[config.mk]
export PLATFORM = sky130hd
export DESIGN_NAME = implication_queue
export DESIGN_NICKNAME = d
export VERILOG_FILES = /design/src/rtl/implication_queue.sv
export SDC_FILE = /design/constraint.sdc
export NUM_CORES = 1
export LEC_CHECK = 0
export BUFFER_PORTS_ARGS = -buffer_cell sky130_fd_sc_hd__buf_2
export CAP_MARGIN = 20
export CORE_UTILIZATION = 55
export CTS_BUF_LIST = sky130_fd_sc_hd__clkbuf_4 sky130_fd_sc_hd__clkbuf_8 sky130_fd_sc_hd__clkbuf_16
export DETAILED_ROUTE_END_ITERATION = 10
export PLACE_DENSITY = 0.77
export SLEW_MARGIN = 25
export SYNTH_ARGS = -nofsm -noshare
export SYNTH_HDL_FRONTEND = slang
export SYNTH_SLANG_ARGS = --single-unit
[constraint.sdc]
create_clock -name clk_i -period 4.3 [get_ports clk_i]
set_input_delay 0.43 -clock clk_i [delete_from_list [all_inputs] [get_ports clk_i]]
set_output_delay 0.43 -clock clk_i [all_outputs]
set_load 0.1 [all_outputs]
[src/rtl/implication_queue.sv]
// FWFT queue of BCP implications {variable, value} with occupancy, overflow and
// optional duplicate/conflict filtering (IMPLICATION_QUEUE_DEDUP_EN).
module implication_queue #(
    parameter int unsigned FORMULA_MAX_VARIABLE  = 20,
    parameter int unsigned VARIABLE_ENCODING_LEN = $clog2(FORMULA_MAX_VARIABLE + 1),
    parameter int unsigned WIDTH                 = VARIABLE_ENCODING_LEN + 1,
    parameter int unsigned BUFFER_SIZE           = 16,
    parameter int unsigned BUFFER_SIZE_ADDR_LEN  = $clog2(BUFFER_SIZE)
) (
    input  logic                             clk_i,
    input  logic                             rst_ni,
    input  logic                             en_i,
    input  logic                             clear_i,
    input  logic [WIDTH-1:0]                 implication_i,
    input  logic                             wr_i,
    input  logic                             rd_i,
    output logic [WIDTH-1:0]                 implication_o,
    output logic                             empty_o,
    output logic                             full_o,
    output logic [BUFFER_SIZE_ADDR_LEN:0]    count_o,
    output logic                             drop_o,
    output logic                             conflict_o,
    output logic [VARIABLE_ENCODING_LEN-1:0] conflict_var_o,
    output logic                             overflow_o
);

    localparam int unsigned PTR_W = BUFFER_SIZE_ADDR_LEN + 1;
    localparam int unsigned AW    = BUFFER_SIZE_ADDR_LEN;

    logic [WIDTH-1:0] mem_q [BUFFER_SIZE];
    logic [PTR_W-1:0] wr_ptr_q, wr_ptr_d, rd_ptr_q, rd_ptr_d;
    logic             overflow_q, overflow_d;
    logic [PTR_W-1:0] count;
    logic [AW-1:0]    wr_idx, rd_idx;
    logic             wr_req, pop_acc, push_acc;
    logic             match, dup_hit, opp_hit;

    assign count   = wr_ptr_q - rd_ptr_q;
    assign wr_idx  = wr_ptr_q[AW-1:0];
    assign rd_idx  = rd_ptr_q[AW-1:0];
    assign empty_o = (count == '0);
    assign full_o  = (count == PTR_W'(BUFFER_SIZE));
    assign count_o = count;
    assign overflow_o    = overflow_q;
    assign implication_o = empty_o ? '0 : mem_q[rd_idx];

    // Handshake decode on current-cycle occupancy (no look-ahead)
    assign wr_req   = wr_i & en_i;
    assign pop_acc  = rd_i & en_i & ~empty_o;
    assign push_acc = wr_req & ~full_o & ~match;

    always_comb begin
        wr_ptr_d   = wr_ptr_q;
        rd_ptr_d   = rd_ptr_q;
        overflow_d = overflow_q;
        if (clear_i) begin
            wr_ptr_d   = '0;
            rd_ptr_d   = '0;
            overflow_d = 1'b0;
        end else begin
            wr_ptr_d   = wr_ptr_q + PTR_W'(push_acc);
            rd_ptr_d   = rd_ptr_q + PTR_W'(pop_acc);
            overflow_d = overflow_q | (wr_req & full_o & ~match);
        end
    end

    always_ff @(posedge clk_i or negedge rst_ni) begin
        if (!rst_ni) begin
            wr_ptr_q   <= '0;
            rd_ptr_q   <= '0;
            overflow_q <= 1'b0;
        end else begin
            wr_ptr_q   <= wr_ptr_d;
            rd_ptr_q   <= rd_ptr_d;
            overflow_q <= overflow_d;
        end
    end

    // Payload storage needs no reset; visibility is governed by the pointers
    always_ff @(posedge clk_i) begin
        if (push_acc && !clear_i) begin
            mem_q[wr_idx] <= implication_i;
        end
    end

`ifdef IMPLICATION_QUEUE_DEDUP_EN
    logic [BUFFER_SIZE-1:0]           valid_q, valid_d, hit_same, hit_diff;
    logic                             drop_q, drop_d, conflict_q, conflict_d;
    logic [VARIABLE_ENCODING_LEN-1:0] conflict_var_q, conflict_var_d;

    // Associative compare; an entry being popped this cycle still counts
    always_comb begin
        hit_same = '0;
        hit_diff = '0;
        for (int i = 0; i < int'(BUFFER_SIZE); i++) begin
            if (valid_q[i] && (mem_q[i][WIDTH-1:1] == implication_i[WIDTH-1:1])) begin
                hit_same[i] = (mem_q[i][0] == implication_i[0]);
                hit_diff[i] = (mem_q[i][0] != implication_i[0]);
            end
        end
    end

    assign match   = wr_req & (|(hit_same | hit_diff));
    assign dup_hit = wr_req & (|hit_same);
    assign opp_hit = wr_req & ~(|hit_same) & (|hit_diff);

    always_comb begin
        valid_d        = valid_q;
        drop_d         = 1'b0;
        conflict_d     = conflict_q;
        conflict_var_d = conflict_var_q;
        if (clear_i) begin
            valid_d        = '0;
            conflict_d     = 1'b0;
            conflict_var_d = '0;
        end else begin
            if (pop_acc)  valid_d[rd_idx] = 1'b0;
            if (push_acc) valid_d[wr_idx] = 1'b1;
            drop_d = dup_hit;
            if (opp_hit && !conflict_q) begin
                conflict_d     = 1'b1;
                conflict_var_d = implication_i[WIDTH-1:1];
            end
        end
    end

    always_ff @(posedge clk_i or negedge rst_ni) begin
        if (!rst_ni) begin
            valid_q        <= '0;
            drop_q         <= 1'b0;
            conflict_q     <= 1'b0;
            conflict_var_q <= '0;
        end else begin
            valid_q        <= valid_d;
            drop_q         <= drop_d;
            conflict_q     <= conflict_d;
            conflict_var_q <= conflict_var_d;
        end
    end

    assign drop_o         = drop_q;
    assign conflict_o     = conflict_q;
    assign conflict_var_o = conflict_var_q;
`else
    assign match          = 1'b0;
    assign dup_hit        = 1'b0;
    assign opp_hit        = 1'b0;
    assign drop_o         = 1'b0;
    assign conflict_o     = 1'b0;
    assign conflict_var_o = '0;
`endif

endmodule

Word level (Yosys, flattened, before mapping)

Memories as Yosys holds them, arrays and structs flattened.
Index checks and enable logic that the tools add are counted.

Register bits: 11
Memory bits (writable): 96
Output and inout bits: 21
Word-level logic and storage cells: 25
Memories kept: 1

Memories:

| memory | depth | bits a word | rd ports | clocked after Yosys merged registers in | wr ports | RTL line | text |
|---|---|---|---|---|---|---|---|
| mem_q  | 16    | 6           | 1        | 0                                       | 1        | 30       | `logic [WIDTH-1:0] mem_q [BUFFER_SIZE];` |

Add/sub/neg operators: 3
Equal/unequal tests: 1
Mux-type cells: 6
Bitwise gates (word level): 8
Reductions and logical operators: 3

Operators by type and width:

| cell                                        | number |
|---|---|
| adder 5 x 1 -> 5 bit                        | 2 |
| two-way mux 5 bit                           | 2 |
| two-way mux 6 bit                           | 1 |
| bitwise AND 1 bit                           | 5 |
| equality test 5 bit (second input constant) | 1 |
| logical NOT 5 bit                           | 1 |
| subtractor 5 bit                            | 1 |
| two-way mux 1 bit                           | 3 |
| NOT 1 bit                                   | 2 |
| logical AND 1 bit                           | 1 |
| logical NOT 1 bit                           | 1 |
| bitwise OR 1 bit                            | 1 |

Depth between registers and ports, before layout

Gate-level depths: netlist (run 1).

Depth after elaboration: 7
Depth in mapped cells: 14
Mapped depth without buffers: 13

Worst setup path before layout (run 1)

Ideal clock, no wire load.

Kind: flip-flop to output port
From: register rd_ptr_q[1]
To: output implication_o[0]
Data arrival time: 5887 ps
Data required time: 3870 ps
Slack: -2017 ps
Cell stages (with the launch flop): 9
Cells stage by stage: dfrtp_1 -> clkbuf_1 -> buf_2 -> inv_1 -> fa_1 -> xor2_1 -> nand4b_1 -> a2bb2oi_2 -> a211oi_1

Longest elaborated chain between the ends: 3
Elaborated cells on any way between the ends: 4
Those cells by class: add/sub: 1; mux: 1; reduce/logical: 1; memory: 1

RTL lines:

| what                   | RTL line | text |
|---|---|---|
| from (decl)            | 31       | `logic [PTR_W-1:0] wr_ptr_q, wr_ptr_d, rd_ptr_q, rd_ptr_d;` |
| from (signal assigned) | 74       | `rd_ptr_q <= rd_ptr_d;` |
| subtractor 5 bit       | 38       | `assign count = wr_ptr_q - rd_ptr_q;` |
| net count_o[2]         | 20       | `output logic [BUFFER_SIZE_ADDR_LEN:0] count_o,` |
| logical NOT 5 bit      | 41       | `assign empty_o = (count == '0);` |
| net empty_o            | 18       | `output logic empty_o,` |
| two-way mux 6 bit      | 45       | `assign implication_o = empty_o ? '0 : mem_q[rd_idx];` |
| to (decl)              | 17       | `output logic [WIDTH-1:0] implication_o,` |

The timed path passes the listed nets, and every way through them passes these cells.

Worst setup path after layout (run 1)

From: register rd_ptr_q[2]
To: output empty_o

Longest elaborated chain between the ends: 2

RTL lines:

| what              | RTL line |
|---|---|
| subtractor 5 bit  | 38 |
| logical NOT 5 bit | 41 |
| to (decl)         | 18 |

No other way between the ends.

==> run metrics, run 1 <==
I/O pins 33; setup tns final 0 ns; flop and latch count out of synthesis 107; DP Area 5000 um^2; initial DRC count 196; Min Hold Slack 0.392 ns; nets 333; Finish-stage setup viols 0; power per standard cell area 541 nW/um^2; Total Wirelength 8960 um; Post-synth EDFFs 96; R2R Setup Slk 0.96 ns; worst skew pair latency 0.37 ns; post-layout util 0.637; clock sink total 107; RSZ-0062 raised after global routing no; clock skew 0.00645 ns; Worst-path clk slew 0.10 ns; share of layout cells above drive strength 1 0.297; FFs w/ async S/R, synth 0.103; clk buf depth 2; total number of vias 2513; Slew HR 0.597; Worst Setup End Kind output pin; placer congestion estimate 0.834; final hold vios 0; most frequent cells in the layout edfxtp_1 (96), mux4_2 (24), buf_2 (24); required time worst endpoint 3.87 ns; HPWL Detailed 6090 um; Root Buffer clkbuf_8; die width 93.7 um; maximum vdd ir drop 0.240 mV; PortBufs 25; sequential cell area 3160 um^2; Residual DRC 0; Post-Syn Area 4620 um^2; Final ANT Viol Nets 0; footprint of the multi-input gates 1400 um^2; first-pass GRT wire length 14000 um; DR vias/cell 5.95; Final Power 2.82 mW; Inserted Diodes 0; Die Ht 93.7 um; Initial Utilization 0.566; yosys warns 0; largest net degree at the start of global routing 27; Seq/Total Area, Yosys 0.683; worst r2r dst wr_ptr_q[4]; Post-Synthesis Cells 271; core box area 8180 um^2; H-tree levels 3; post-CTS setup buffers 0; Max-Cap Viols 0; Setup WS post-layout 0.726 ns; initial antenna violation count 0; critical path type reg2out; Routed WL per cell 21.2 um; FF-to-FF Start rd_ptr_q[2]; # placed instances 405; First-pass DRT Iterations 4; most common cell after layout, fill and taps aside edfxtp_1; full die area 8780 um^2; Slew Limit Fails 0; GRT overflow 0; crit path from rd_ptr_q[2]; pre-CTS WS 1.01 ns; Finished Layout Cells 422; number of fillers in the final layout 575; Arr. time, crit path 3.14 ns; Tot GR Track Use 0.229; FF-to-FF path depth 12; Num CTS Buffers 9; CP Launch Type flop; Final Cell Area 5210 um^2; post-route minimum period 3.57 ns; outcome finished, final reports clean; Mapped Avg Cell Area 17.1 um^2; CTS tree yes; row count 33; crit-path max FO 10; Layout area overhead 12.7%; vias in the first global route 2548; Slew @ Worst Pin 0.604 ns; Pleak 1.83 nW; Synth Flop Type edfxtp_1; Hold Crit Class in2reg; Cell variety after synth 30; Critical Path End empty_o; fmax 280 MHz; fin crit share 0.831
-- worst min path at each step --
stage	depth (start not counted)	slack, ns	from	end
2_1_floorplan	0	0.13	rst_ni	overflow_o
3_3_place_gp	1	0.31	rst_ni	overflow_o
3_5_place_dp	1	0.32	rst_ni	wr_ptr_q[4]
4_1_cts	2	0.38	clear_i	wr_ptr_q[2]
5_1_grt	2	0.40	clear_i	wr_ptr_q[4]
6_report	2	0.39	clear_i	wr_ptr_q[2]
-- sequential cells by signal, indices dropped and copies added, names as in the netlist --
signal      flops
mem_q          96
rd_ptr_q        5
wr_ptr_q        5
overflow_o      1
-- routing by layer --
metal / wire [um] / global-route usage / vias up
met5: 0 / 0 / -
met4: 146 / 0.0872 / 0
met3: 378 / 0.0324 / 12
met2: 4680 / 0.381 / 73
met1: 3750 / 0.309 / 1309
li1: - / - / 1119
-- power by group --
part	internal (mW)	switching, mW	total (mW)
Combinational	0.251	0.809	1.06
Sequential	1.14	0.00618	1.15
Clock	0.276	0.332	0.608
-- what timing repair did --
action | 4_1_cts | 5_1_grt
endpoints found under the setup margin | 0 | 0
hold endpoints to repair | 11 | 0
hold buffers | 1 | 0
resized for setup | 0 | 0
-- layout make-up --
class                           count  share of cell area
Sequential cell                   107               0.606
Multi-Input combinational cell    142               0.269
Timing Repair Buffer               45              0.0562
Clock buffer                       10              0.0252
Tap cell                          105              0.0252
Clock inverter                      6              0.0127
Inverter                            7             0.00504
-- synthesized netlist by cell type (all sizes together) (2+ instances only) --
cell | instances | area [um^2]
edfxtp | 96 | 2880
mux4 | 24 | 541
nand2 | 21 | 78.8
buf | 14 | 101
nor2 | 13 | 48.8
dfrtp | 11 | 275
ha | 8 | 100
nor4 | 8 | 50.1
nor4b | 8 | 70.1
a211oi | 7 | 65.1
and3 | 7 | 43.8
clkbuf | 7 | 26.3
inv | 7 | 26.3
nand3 | 7 | 35.0
mux2i | 6 | 60.1
nor2b | 6 | 37.5
xor2 | 6 | 52.6
a21oi | 3 | 15.0
xnor2 | 3 | 26.3
nand3b | 2 | 15.0
-- worst max-delay path: stages (launching register included) --
cell,delay [ns]
dfrtp_1,0.64
inv_1,0.22
ha_1,0.48
nand3_1,0.14
a21oi_1,0.43
a2bb2oi_4,0.38
buf_2,0.50
-- cells by family after synthesis --
group / Yosys count / share of synthesized area
multiplexers: 30 / 0.130
other: 1 / 0.000811
AO/OA/AOI/OAI: 13 / 0.0244
flip-flops: 107 / 0.683
adder cells (fa/ha/maj): 9 / 0.0260
buffers and inverters: 28 / 0.0333
XOR/XNOR: 9 / 0.0171
AND/OR/NAND/NOR: 74 / 0.0855
Power figures use the tool's default switching activity.
==> inputs of run 2 (changes only) <==
- clock period: 4.3 -> 3.45 ns (I/O delays scaled with it)
==> run 2 against run 1 <==
  * Register-to-register slack worse by 0.61 ns
  * Sequential share of layout area down 2.1 points
  * Global-route usage is 0.32 points lower
  * Non-clock buffer count rose by 4
  * Combinational power grew 43%
  * Cell count is 0.95% higher
  * Via count shrank 0.60%
  * Routed wire length decreased by 0.86%
  * Sequential power up 24%
  * Worst setup slack got worse by 0.48 ns
  * Clock-buffer cell count grew 1
  * Clock skew up 0.0077 ns
  * Highest routed layer unchanged
==> run metrics, run 2 (synthesized netlist as in run 1, its figures left out) <==
placer congestion estimate 0.806 (-3.4%); maximum vdd ir drop 0.485 mV (+100%); Arr. time, crit path 2.86 ns (-0.28 ns); DR vias/cell 5.86 (-1.5%); nets 337 (+1.2%); most common cell after layout, fill and taps aside edfxtp_1; top flop regs mem_q: 96 flops, rd_ptr_q: 5 flops, wr_ptr_q: 5 flops; Inserted Diodes 0 (unchanged); FF-to-FF path depth 11 (-1); DP Area 5140 um^2 (+2.7%); first-pass GRT wire length 13900 um (-0.74%); Initial Utilization 0.566 (unchanged); Root Buffer clkbuf_8; crit-path max FO 8 (-2); Pleak 1.88 nW (+2.5%); FF-to-FF Start wr_ptr_q[0]; setup tns final 0 ns (unchanged); row count 33 (unchanged); Total Wirelength 8880 um (-0.86%); pre-CTS WS 0.338 ns (-0.674 ns); clk buf depth 2 (unchanged); die width 93.7 um (unchanged); H-tree levels 3 (unchanged); Routed WL per cell 20.8 um (-1.8%); initial DRC count 191 (-2.6%); GRT overflow 0 (unchanged); crit path from wr_ptr_q[0]; fin crit share 0.930; final hold vios 0 (unchanged); power per standard cell area 698 nW/um^2 (+29%); number of fillers in the final layout 556 (-3.3%); vias in the first global route 2489 (-2.3%); Slew @ Worst Pin 0.790 ns (+0.187 ns); HPWL Detailed 6120 um (+0.43%); post-layout util 0.660 (+0.0227); Biggest register mem_q; PortBufs 25 (unchanged); Worst Setup End Kind output pin; fmax 312 MHz; worst r2r dst mem_q[6][3]; R2R Setup Slk 0.35 ns (-0.61 ns); Worst-path clk slew 0.10 ns (about the same); Hold Crit Class in2reg; RSZ-0062 raised after global routing no; Max-Cap Viols 0 (unchanged); CP Launch Type flop; post-route minimum period 3.21 ns; max FFs per register 96 (unchanged); Die Ht 93.7 um (unchanged); Final Cell Area 5400 um^2 (+3.6%); First-pass DRT Iterations 4 (unchanged); Slew HR 0.469 (-0.128); full die area 8780 um^2 (unchanged); initial antenna violation count 0 (unchanged); Setup WS post-layout 0.241 ns (-0.484 ns); most frequent cells in the layout edfxtp_1 (96), mux4_2 (24), buf_2 (22), buf_4 (22), nand2_1 (21); clock skew 0.0141 ns (+0.00766 ns); total number of vias 2498 (-0.60%); Slew Limit Fails 0 (unchanged); Final Power 3.76 mW (+34%); Finish-stage setup viols 0 (unchanged); outcome finished, final reports clean; required time worst endpoint 3.11 ns (-0.76 ns); Critical Path End implication_o[5]; I/O pins 33 (unchanged); post-CTS sizing 0 (unchanged); footprint of the multi-input gates 1500 um^2 (+6.5%); Layout area overhead 16.7%; Residual DRC 0 (unchanged); worst skew pair latency 0.36 ns (about the same); core box area 8180 um^2 (unchanged); CTS tree yes; Num CTS Buffers 9 (unchanged); critical path type reg2out; share of layout cells above drive strength 1 0.340 (+0.0430); largest net degree at the start of global routing 27 (unchanged); clock sink total 107 (unchanged); Final ANT Viol Nets 0 (unchanged); sequential cell area 3160 um^2 (unchanged); Tot GR Track Use 0.226 (-0.00316)
-- run 2: cell count changes in the layout (fill, tap and decap cells not counted), moves of 2 or more --
cell,before,now
buf_12,1,4
nor4_2,0,7
buf_4,19,22
a211oi_4,2,7
nor4_1,8,1
ha_1,8,6
a211oi_2,5,0
buf_2,24,22
ha_2,0,2
-- run 2: layer usage --
layer | vias to the layer above | part of all wire | global-route usage
met4 | 0 | 0.0019 | 0.0474
met5 | - | 0 | 0
met3 | 2 | 0.061 | 0.0639
met1 | 1297 | 0.43 | 0.317
met2 | 75 | 0.50 | 0.357
li1 | 1124 | - | -
-- run 2: through the flow --
stage / hold WS, ns / std cells
floorplan: 0.0494 / 277
global placement: 0.229 / 407
detailed placement: 0.233 / 407
CTS: 0.302 / 424
global route: 0.314 / 426
finish: 0.332 / 426
-- run 2: what timing repair did --
| item | 4_1_cts | 5_1_grt |
|---|---|---|
| hold endpoints to repair | 11 | 0 |
| setup endpoints to repair | 0 | 6 |
| hold buffers | 1 | 0 |
| setup buffers | 0 | 2 |
-- run 2: cell type report --
cell class,instances,share of cell area
sequential,107,0.585
clock inverter,5,0.0148
inverter,7,0.00487
multi-input combinational,142,0.277
clock buffer,11,0.0257
tap,105,0.0244
timing repair buffer,49,0.0677
-- run 2: how the worst min path moves through the flow --
| stage | startpoint | end | slack [ns] | depth (start not counted) |
|---|---|---|---|---|
| global route | clear_i | rd_ptr_q[4] | 0.31 | 2 |
| CTS | clear_i | wr_ptr_q[0] | 0.30 | 2 |
| finish | clear_i | rd_ptr_q[2] | 0.33 | 2 |
| floorplan | rst_ni | overflow_o | 0.05 | 0 |
| global placement | rst_ni | overflow_o | 0.23 | 1 |
| detailed placement | rst_ni | wr_ptr_q[0] | 0.23 | 1 |
-- run 2: power breakdown --
part           switching, mW  total, mW  internal, mW
Combinational           1.06       1.52         0.454
Sequential           0.00730       1.43          1.42
Clock                  0.394      0.818         0.424
Total                   1.46       3.76          2.30
-- run 2: worst max-delay path: stages, from the launching register on --
cell	delay [ns]
dfrtp_1	0.41
inv_1	0.08
ha_1	0.16
inv_1	0.06
fa_2	0.55
nand3b_1	0.11
a211o_1	0.21
a2bb2oi_4	0.09
buf_12	0.16
a211oi_4	0.22
buf_2	0.46
==> inputs of run 3 (changes only) <==
- clock period: 3.45 -> 3.5 ns (I/O delays scaled with it)
==> run 3 against run 2 <==
  * Die area is the same
  * Worst setup slack got worse by 0.0034 ns
  * Sequential power is essentially flat
  * Clock skew fell by 0.0061 ns
  * Utilization fell by 1.1 points
  * Non-clock buffer count fell by 1
  * Cell count fell by 0.23%
  * Clock power fell by 10%
  * First-iteration DRC count increased by 16%
  * Register-to-register slack improved by 0.09 ns
  * Clock-buffer cell count is 1 lower
  * Global-route usage is 0.69 points lower
  * Critical endpoint unchanged
  * Largest power group is now registers
  * Highest routed layer unchanged
==> run metrics, run 3 (synthesized netlist as in run 1, its figures left out) <==
outcome finished, final reports clean; FF-to-FF path depth 13 (+2); cts hold-fix bufs 1 (unchanged); sequential cell area 3160 um^2 (unchanged); clk buf depth 2 (unchanged); number of fillers in the final layout 577 (+3.8%); hold endpoint rd_ptr_q[3]; max FFs per register 96 (unchanged); Slew @ Worst Pin 0.809 ns (+0.0187 ns); GRT overflow 0 (unchanged); most frequent cells in the layout edfxtp_1 (96), mux4_2 (24), buf_2 (22), buf_4 (22), nand2_1 (21); I/O pins 33 (unchanged); Pleak 1.85 nW (-1.5%); top flop regs mem_q: 96 flops, rd_ptr_q: 5 flops, wr_ptr_q: 5 flops; required time worst endpoint 3.15 ns (+0.04 ns); die width 93.7 um (unchanged); Worst Setup End Kind output pin; vias in the first global route 2526 (+1.5%); post-CTS sizing 0 (unchanged); row count 33 (unchanged); Die Ht 93.7 um (unchanged); R2R Setup Slk 0.44 ns (+0.09 ns); power per standard cell area 668 nW/um^2 (-4.2%); nets 336 (-0.30%); Slew Limit Fails 0 (unchanged); largest net degree at the start of global routing 27 (unchanged); worst r2r dst wr_ptr_q[4]; Final Cell Area 5310 um^2 (-1.6%); fmax 307 MHz; initial DRC count 221 (+16%); post-CTS setup buffers 0 (unchanged); CTS tree yes; Critical-path top delay cell a2bb2oi_4; maximum vdd ir drop 0.360 mV (-26%); worst skew pair latency 0.35 ns (about the same); initial antenna violation count 0 (unchanged); Total Wirelength 8880 um (about the same); Critical Path, Cell by Cell inv_1 -> ha_1 -> inv_1 -> fa_2 -> nand3b_1 -> a211o_1 -> a2bb2oi_4 -> a211oi_4 -> buf_2; Biggest register mem_q; share of layout cells above drive strength 1 0.313 (-0.0271); fin crit share 0.932; post-route minimum period 3.26 ns; First-pass DRT Iterations 4 (unchanged); DP Area 5100 um^2 (-0.71%); Inserted Diodes 0 (unchanged); # placed instances 408 (+0.25%); H-tree levels 3 (unchanged); RSZ-0062 raised after global routing no; Finished Layout Cells 425 (-0.23%); core box area 8180 um^2 (unchanged); first-pass GRT wire length 13600 um (-1.7%); critical path type reg2out; Max-Cap Viols 0 (unchanged); DR vias/cell 5.85 (-0.17%); Num CTS Buffers 9 (unchanged); Finish-stage setup viols 0 (unchanged); PortBufs 25 (unchanged); Routed WL per cell 20.9 um (+0.17%); FF-to-FF Start wr_ptr_q[0]; Arr. time, crit path 2.91 ns (+0.05 ns); clock sink total 107 (unchanged); Initial Utilization 0.566 (unchanged); Layout area overhead 14.8%; crit-path max FO 8 (unchanged); Tot GR Track Use 0.219 (-0.00693); most common cell after layout, fill and taps aside edfxtp_1; cell mode on critical path inv_1; footprint of the multi-input gates 1450 um^2 (-2.9%); Final ANT Viol Nets 0 (unchanged); CP Launch Type flop; WHS Path Cells 2 (unchanged); clock skew 0.00803 ns (-0.00609 ns); Worst-path clk slew 0.10 ns (about the same); final hold vios 0 (unchanged); total number of vias 2488 (-0.40%); hold_sp clear_i; HPWL Detailed 6130 um (+0.15%); Hold Crit Class in2reg; Slew HR 0.456 (-0.0131); CP peak stage delay 0.50 ns (-0.05 ns); full die area 8780 um^2 (unchanged); Root Buffer clkbuf_8; Residual DRC 0 (unchanged); placer congestion estimate 0.788 (-2.2%)
==> run 3: cell count changes in the layout (fill, tap and decap cells not counted), sizes merged <==
| cell | change |
|---|---|
| clkinvlp | +1 |
| inv | +1 |
| clkbuf | -1 |
| buf | -1 |
| bufinv | -1 |
==> run 3: final cells by class <==
cell class / instances / area share
clock buffer: 10 / 0.0247
timing repair buffer: 48 / 0.0650
sequential: 107 / 0.595
clock inverter: 6 / 0.0123
multi-input combinational: 142 / 0.273
tap: 105 / 0.0247
inverter: 7 / 0.00495
==> run 3: how the worst max path moves through the flow <==
stage	startpoint	slack (ns)	end
detailed placement	wr_ptr_q[0]	0.41	rd_ptr_q[4]
floorplan	rd_ptr_q[1]	-0.18	rd_ptr_q[4]
global placement	rd_ptr_q[3]	0.47	mem_q[8][0]
finish	wr_ptr_q[0]	0.24	implication_o[5]
CTS	wr_ptr_q[0]	0.20	implication_o[5]
global route	wr_ptr_q[0]	0.06	implication_o[5]
==> run 3: metal layers <==
| layer | share of wire | wire, um | vias up | track usage |
|---|---|---|---|---|
| li1 | - | - | 1128 | - |
| met1 | 0.43 | 3830 | 1273 | 0.297 |
| met2 | 0.51 | 4530 | 79 | 0.373 |
| met3 | 0.052 | 464 | 8 | 0.0332 |
| met4 | 0.0057 | 51 | 0 | 0.0577 |
| met5 | 0 | 0 | - | 0 |
==> run 3: through the flow <==
stage / util / power, mW / setup TNS [ns] / hold WS, ns / setup slack [ns]
global placement: 0.624 / 2.83 / 0 / 0.236 / 0.466
floorplan: - / 2.60 / -0.874 / 0.0544 / -0.179
global route: 0.649 / 3.65 / 0 / 0.363 / 0.0634
detailed placement: 0.624 / 2.85 / 0 / 0.239 / 0.413
finish: 0.649 / 3.55 / 0 / 0.343 / 0.238
CTS: 0.649 / 3.57 / 0 / 0.331 / 0.204
==> run 3: report_power, final <==
group	total, mW	switching [mW]	internal, mW	leakage, nW
combinational	1.40	1.02	0.379	0.747
sequential	1.41	0.00775	1.40	1.02
clock	0.736	0.397	0.339	0.0900
==> run 3: worst max-delay path: cells and delay by family (launching register included) <==
| kind | cells | cell delay [ns] |
|---|---|---|
| adders and majority gates | 2 | 0.65 |
| AOI/OAI and AO/OA | 3 | 0.91 |
| buffers and inverters | 3 | 0.46 |
| DFF | 1 | 0.37 |
| and+or+nand+nor | 1 | 0.16 |
